File: config.mk
export PLATFORM = sky130hd
export DESIGN_NAME = conv3x3_mac_sched
export DESIGN_NICKNAME = d
export VERILOG_FILES = /design/src/rtl/cnn_pkg.sv /design/src/rtl/valid_tag_pipe.sv /design/src/rtl/conv3x3_mac_sched.sv
export SDC_FILE = /design/constraint.sdc
export NUM_CORES = 1
export LEC_CHECK = 0
export ABC_CLOCK_PERIOD_IN_PS = 4000
export BUFFER_PORTS_ARGS = -buffer_cell sky130_fd_sc_hd__buf_2
export CORE_MARGIN = 2
export CORE_UTILIZATION = 40
export CTS_CLUSTER_SIZE = 10
export DETAILED_ROUTE_END_ITERATION = 10
export MAX_ROUTING_LAYER = met4
export PLACE_DENSITY = 0.65
export SYNTH_ARGS = -nofsm -noshare
export SYNTH_HDL_FRONTEND = slang
export SYNTH_SLANG_ARGS = --single-unit
export TNS_END_PERCENT = 30
File: constraint.sdc
create_clock -name clk -period 4 [get_ports clk]
set_input_delay 0.8 -clock clk [delete_from_list [all_inputs] [get_ports clk]]
set_output_delay 0.8 -clock clk [all_outputs]
set_load 0.02 [all_outputs]
File: src/rtl/cnn_pkg.sv
// Shared definitions for the convolution layer: operand width default, MAC depth
// and the scheduler state encoding.
package cnn_pkg;

    localparam int DEF_WIDTH = 8;
    localparam int MAC_LAT   = 6;
    localparam int N_TAPS    = 9;

    typedef enum logic [2:0] {
        ST_IDLE,
        ST_LOAD_W,
        ST_RUN,
        ST_DRAIN,
        ST_DONE
    } sched_state_t;

endpackage

File: src/rtl/valid_tag_pipe.sv
// DEPTH-deep 1-bit shift register tracking which MAC pipeline slots carry a real
// window; tail marks a result leaving the pipe, any_set shows work still in flight.
module valid_tag_pipe #(
    parameter int DEPTH = 7
) (
    input  logic clk,
    input  logic rst_n,
    input  logic push,
    output logic tail,
    output logic any_set
);

    logic [DEPTH-1:0] tag;

    // NOTE: sequential state uses non-blocking assignment so every register samples pre-edge values.
    always_ff @(posedge clk or negedge rst_n) begin
        if (!rst_n) begin
            tag <= '0;
        end else begin
            tag <= {tag[DEPTH-2:0], push};
        end
    end

    assign tail    = tag[DEPTH-1];
    assign any_set = |tag;

endmodule

File: src/rtl/conv3x3_mac_sched.sv
// Sequencer for the 3x3 signed MAC: loads the kernel, streams windows with
// calculate-enable held for the whole map, then drains and tags results.
module conv3x3_mac_sched
    import cnn_pkg::*;
#(
    parameter int WIDTH = DEF_WIDTH,
    parameter int OUT_W = 26,
    parameter int OUT_H = 26,
    parameter int LAT   = MAC_LAT + 1
) (
    input  logic                     clk,
    input  logic                     rst_n,
    input  logic                     start,
    output logic                     busy,
    output logic                     done,
    input  logic                     w_valid,
    output logic                     w_ready,
    input  logic [WIDTH-1:0]         w_data,
    input  logic                     win_valid,
    output logic                     win_ready,
    input  logic [N_TAPS*WIDTH-1:0]  win_data,
    output logic                     mac_cal_valid,
    output logic [N_TAPS*WIDTH-1:0]  mac_win,
    output logic [N_TAPS*WIDTH-1:0]  mac_wgt,
    input  logic [2*WIDTH-1:0]       mac_dout,
    output logic                     res_valid,
    output logic [2*WIDTH-1:0]       res_data
);

    localparam int N_OUT = OUT_W * OUT_H;
    localparam int CNT_W = $clog2(N_OUT + 1);

    sched_state_t     state, state_nxt;
    logic [3:0]       tap_cnt;
    logic [CNT_W-1:0] win_cnt;
    logic [CNT_W-1:0] res_cnt;
    logic             w_fire;
    logic             win_fire;
    logic             tag_tail;
    logic             tag_any;

    // Handshakes decode the state directly so the ready outputs never loop back.
    assign w_fire   = w_valid   && (state == ST_LOAD_W);
    assign win_fire = win_valid && (state == ST_RUN);

    always_ff @(posedge clk or negedge rst_n) begin
        if (!rst_n) begin
            state <= ST_IDLE;
        end else begin
            state <= state_nxt;
        end
    end

    // NOTE: every combinational output gets a default first, so no path can infer a latch.
    always_comb begin
        state_nxt     = state;
        busy          = 1'b1;
        done          = 1'b0;
        w_ready       = 1'b0;
        win_ready     = 1'b0;
        mac_cal_valid = 1'b0;
        unique case (state)
            ST_IDLE: begin
                busy = 1'b0;
                if (start) state_nxt = ST_LOAD_W;
            end
            ST_LOAD_W: begin
                w_ready = 1'b1;
                if (w_fire && tap_cnt == 4'(N_TAPS - 1)) state_nxt = ST_RUN;
            end
            ST_RUN: begin
                win_ready     = 1'b1;
                mac_cal_valid = 1'b1;
                if (win_fire && win_cnt == CNT_W'(N_OUT - 1)) state_nxt = ST_DRAIN;
            end
            ST_DRAIN: begin
                mac_cal_valid = 1'b1;
                if (res_cnt == CNT_W'(N_OUT) && !tag_any) state_nxt = ST_DONE;
            end
            ST_DONE: begin
                done      = 1'b1;
                state_nxt = ST_IDLE;
            end
            default: state_nxt = ST_IDLE;
        endcase
    end

    // res_cnt advances with the same edge that raises res_valid, so the drain
    // exit sees the final count together with an empty tag pipe.
    always_ff @(posedge clk or negedge rst_n) begin
        if (!rst_n) begin
            tap_cnt <= '0;
            win_cnt <= '0;
            res_cnt <= '0;
        end else if (state == ST_IDLE && start) begin
            tap_cnt <= '0;
            win_cnt <= '0;
            res_cnt <= '0;
        end else begin
            if (w_fire)   tap_cnt <= tap_cnt + 4'd1;
            if (win_fire) win_cnt <= win_cnt + CNT_W'(1);
            if (tag_tail) res_cnt <= res_cnt + CNT_W'(1);
        end
    end

    // NOTE: kernel and window registers are plain flops, so they take the async reset like any other state.
    always_ff @(posedge clk or negedge rst_n) begin
        if (!rst_n) begin
            mac_wgt <= '0;
        end else begin
            for (int k = 0; k < N_TAPS; k++) begin
                if (w_fire && tap_cnt == 4'(k)) mac_wgt[k*WIDTH +: WIDTH] <= w_data;
            end
        end
    end

    // Bubbles keep the previous window; the tag pipe marks them as non-results.
    always_ff @(posedge clk or negedge rst_n) begin
        if (!rst_n) begin
            mac_win <= '0;
        end else if (win_fire) begin
            mac_win <= win_data;
        end
    end

    valid_tag_pipe #(
        .DEPTH (LAT)
    ) u_tag_pipe (
        .clk     (clk),
        .rst_n   (rst_n),
        .push    (win_fire),
        .tail    (tag_tail),
        .any_set (tag_any)
    );

    always_ff @(posedge clk or negedge rst_n) begin
        if (!rst_n) begin
            res_valid <= 1'b0;
            res_data  <= '0;
        end else begin
            res_valid <= tag_tail;
            res_data  <= mac_dout;
        end
    end

endmodule

======== After elaboration in Yosys (flattened, before gate mapping) ========
Index checks and enable logic that the tools add are counted.
storage, ports and cells
  bits in latches ......................... 0
  output and inout bits ................... 166
  word-level logic and storage cells ...... 77
  memory bits (writable) .................. 0
  bits in registers ....................... 195
  bits in read-only memories .............. 0
  bits of input ports ..................... 101
  memories ................................ 0
cells by class
  multiply operators ...................... 0
  reductions and logical operators ........ 23
  div/mod/pow operators ................... 0
  shift operators ......................... 0
  add/sub/neg operators ................... 3
  bitwise logic cells ..................... 0
  equal/unequal tests ..................... 18
  multiplexer cells ....................... 16
  order comparisons ....................... 0
operators with widths
  operator                 number
  $mux W10                 4
  $add A10 B1 Y10 const B  2
  $eq A10 B10 Y1 const B   2
  $eq A4 B3 Y1 const B     4
  $logic_and A1 B1 Y1      14
  $mux W3                  4
  $pmux W3 S4              1
  $eq A4 B2 Y1 const B     2
  $mux W4                  2
  $reduce_or A7 Y1         1
  $eq A3 B2 Y1 const B     2
  $reduce_bool A2 Y1       3
  $mux W1                  5
  $add A4 B1 Y4 const B    1
  $eq A4 B1 Y1 const B     1
  $eq A4 B4 Y1 const B     1
  $logic_not A4 Y1         1
  $ne A2 B1 Y1 const B     2
  $ne A2 B2 Y1 const B     2
  $reduce_and A4 Y1        1
  $eq A3 B1 Y1 const B     1
  $eq A3 B3 Y1 const B     1
  $logic_not A3 Y1         1
  $reduce_or A2 Y1         1
  $logic_not A1 Y1         1

======== Logic depth before layout (Yosys ltp) ========
  depth after elaboration ................. 5
  depth in mapped cells ................... 8
  mapped depth without buffers ............ 6

======== Modules after synthesis ========
A second synthesis with hierarchy kept.
second synthesis, totals
  cell total of the unflattened synthesis .. 652
  area total of the unflattened synthesis .. 7588.5 um^2
by module, submodules not included
  module             area an instance (um^2)  cells an instance  times used  sequential area each (um^2)
  conv3x3_mac_sched  7398.3                   642                1           4704.5
  valid_tag_pipe     190.2                    10                 1           175.2

======== Worst setup path after synthesis ========
No wires, ideal clock.
  path kind ............................... register to output
  from .................................... reg state[1]
  to ...................................... out win_ready
  buffers on the path ..................... 1
  required time ........................... 3200 ps
  stages on the path, launching flop included .. 4
  path slack .............................. 1956 ps
  data arrival time ....................... 1244 ps
  cell sequence ........................... dfrtp_1 > buf_2 > nor2b_1 > nor2b_1
on the way
  cells in the longest elaborated chain, start to end .. 2
RTL lines
  item                      line                     RTL
  start: declaration        conv3x3_mac_sched.sv:33  sched_state_t state, state_nxt;
  start signal: assignment  conv3x3_mac_sched.sv:50  state <= state_nxt;
  $eq A3 B2 Y1              conv3x3_mac_sched.sv:62  unique case (state)
  $mux W1                   conv3x3_mac_sched.sv:62
  end: declaration          conv3x3_mac_sched.sv:20  output logic win_ready,
No other way between the ends.

======== Worst setup path after layout ========
Same ends and word-level chain as after synthesis.

==> metrics.txt <==
most frequent cells in the layout=265 x buf_2, 226 x nand2_1, 195 x dfrtp_1; Worst VDD drop=311 uV; Worst EP arrival=1.55 ns; net switching power figure=0.00261 W; DP Area=0.00908 sq mm; CTS buffer count=17; CP max FO=11; area occupied by multi-input gates=0.00248 sq mm; core area=0.0186 sq mm; R2R cell count=4; Syn. warnings=0; CP peak stage delay=0.56 ns; cell-internal power=0.00438 W; Synth cell types=40; I/O pin total=267; Antenna Cells=0; R2R Path End=mac_wgt[13]; r2r setup slk=1.77 ns; Synth area leaders=dfrtp_1 65%, nand2_1 11%, mux2_1 11%, nor2_1 1.2%, ha_1 1.2%; Clk pin slew, worst setup/hold paths=0.07 ns; worst slack, placed=1.52 ns; post-layout min period=2.35 ns; Filler cells=1673; Power per Cell Area=720 mW/mm^2; DP Wirelength=12600 microns; # hold bufs at CTS=0; Initial Util=0.405; CTS tree=built; synthesis-to-finish area growth=29.2%; RSZ-0062 raised after global routing=no; clock power share=0.258; MaxCap Viol Count=0; Routed WL=17800 microns; clock sinks=195; critical-path cell list=nor2b_1 -> nor2b_1 -> buf_2; largest net degree at the start of global routing=81; Worst Setup End Kind=output pin; Synth Register Bits=195; syn_area_per_cell=11.7 sq um; status=finished clean; critical path startpoint category=flip-flop; Gate Count Post-Synth=643; layout cells sized above 1=0.340; initial antenna violation count=0; Logic pwr share=0.315; period utilization=0.587; H-tree Lvls=4; first-pass GRT wire length=29000 microns; Synth area leader=dfrtp_1; most common cell after layout, fill and taps aside=buf_2; Root Buffer=clkbuf_16; Slew @ Worst Pin=0.811 ns; Critical-path top delay cell=dfrtp_1; latest clock arrival within the worst-skew pair=0.43 ns; min-delay worst type=flip-flop to flip-flop; Async SR Flop Fraction=1.00; Fin Setup TNS=0 ns; WHS Path Cells=0; Residual DRC=0; Sw Ratio=0.373; final setup margin=1.65 ns; vias=5418; GRT Total Usage=0.191; syn_nets=751; gp weighted congestion=0.776; Chip Width=141 microns; sequential-to-total area share from yosys stat=0.649; CTS max path bufs=2; drt first pass iters=4; number of global-route vias before repair=5539; Die ar.=0.0199 sq mm; hold worst-path end=u_tag_pipe.tag[4]; most frequent CP cell=nor2b_1; Setup Skew=0.0146 ns; chip height=141 microns; FF/Latch Area=0.00488 sq mm; IO buf count=266; post-CTS sizing=0; Post-DRT Antenna Nets=0; start of the worst register-to-register path=state[1]; main flop type after synthesis=dfrtp_1; fin area=0.00971 sq mm; LEAKAGE=5.36 nW; Slew Viols, Final=0; drt initial violations=170; DR vias/cell=4.71; Site Rows=50; number of post-CTS setup repair buffers=0; Yosys top cell area share=0.649; Critical Path RT=3.20 ns; Post-synth EDFFs=0; sequential share of power=0.427; f_max=426 MHz; DR WL/cell=15.5 microns; final setup fails=0; Fin. Hold Viols=0; slew margin rel.=0.459; nets=1012; Crit Path Class=flip-flop to output pin; Synth Cell Area=0.00752 sq mm; grt total ovfl=0; worst min-delay path startpoint=u_tag_pipe.tag[3]
[Yosys cell counts, types with 3 or more instances]
master / number
o21ai_0: 3
nand4_1: 8
xor2_1: 10
nand2_1: 226
nor3_1: 5
and2_1: 4
nor2b_1: 3
buf_4: 7
a21oi_1: 3
nor2_1: 25
nor3b_1: 3
mux2_1: 73
ha_1: 7
nand2_4: 4
xnor2_1: 9
clkbuf_1: 8
inv_1: 6
buf_2: 10
buf_1: 5
dfrtp_1: 195
nand3_1: 4
[routing by layer]
metal  GRT usage  part of all wire  up-vias
met1       0.246              0.45     2634
met2       0.302              0.48      181
met4      0.0474            0.0081        0
met3      0.0523             0.059       10
li1            -                 -     2593
met5           -                 0        -
[worst max path at each step]
stage / endpoint / cells past startpoint / start
after global routing: win_ready / 3 / state[1]
after detailed placement: win_cnt[9] / 6 / win_valid
final: win_ready / 3 / state[1]
after floorplan: win_ready / 3 / state[1]
after CTS: win_ready / 3 / state[1]
after global placement: win_cnt[9] / 6 / win_valid
[power groups by stage]
stage,registers [W],clock network [W],logic (W)
global placement,0.00300,0,0.00220
detailed placement,0.00300,0,0.00224
floorplan,0.00366,0,0.000687
global route,0.00307,0.00193,0.00239
finish,0.00298,0.00181,0.00220
CTS,0.00299,0.00185,0.00224
[through the flow]
step                      instances  utilization  power [W]  hold slack, ns
after floorplan                 643            -    0.00434           0.352
after global placement         1119        0.488    0.00520           0.355
after detailed placement       1119        0.488    0.00524           0.360
after CTS                      1151        0.523    0.00708           0.385
after global routing           1151        0.523    0.00739           0.397
final                          1151        0.523    0.00699           0.381
[sequential cells by signal, summed over array words and instances, names as in the netlist]
signal	flops
state	3
res_data	16
mac_wgt	72
win_cnt	10
res_valid	1
u_tag_pipe.tag	7
tap_cnt	4
res_cnt	10
mac_win	72
[cell families after synthesis]
| group | Yosys count | share of synthesized area |
|---|---|---|
| flip-flops | 195 | 0.649 |
| adder cells (fa/ha/maj) | 7 | 0.0117 |
| multiplexers | 74 | 0.111 |
| AND/OR/NAND/NOR | 303 | 0.176 |
| XOR/XNOR | 19 | 0.0221 |
| buffers and inverters | 36 | 0.0231 |
| AO/OA/AOI/OAI | 9 | 0.00699 |
[worst max-delay path, delay by kind of cell, from the launching register on]
kind	cells	cell delay (ns)
simple gates	2	0.38
flops	1	0.56
buf+inv	1	0.19
[final cells by class]
type / instances / area share
Inverter: 6 / 0.00232
Sequential cell: 195 / 0.502
Timing Repair Buffer: 272 / 0.144
Clock buffer: 17 / 0.0438
Multi-Input combinational cell: 412 / 0.256
Clock inverter: 15 / 0.0216
Tap cell: 234 / 0.0301
No activity file was read; power rests on OpenSTA's default activity.
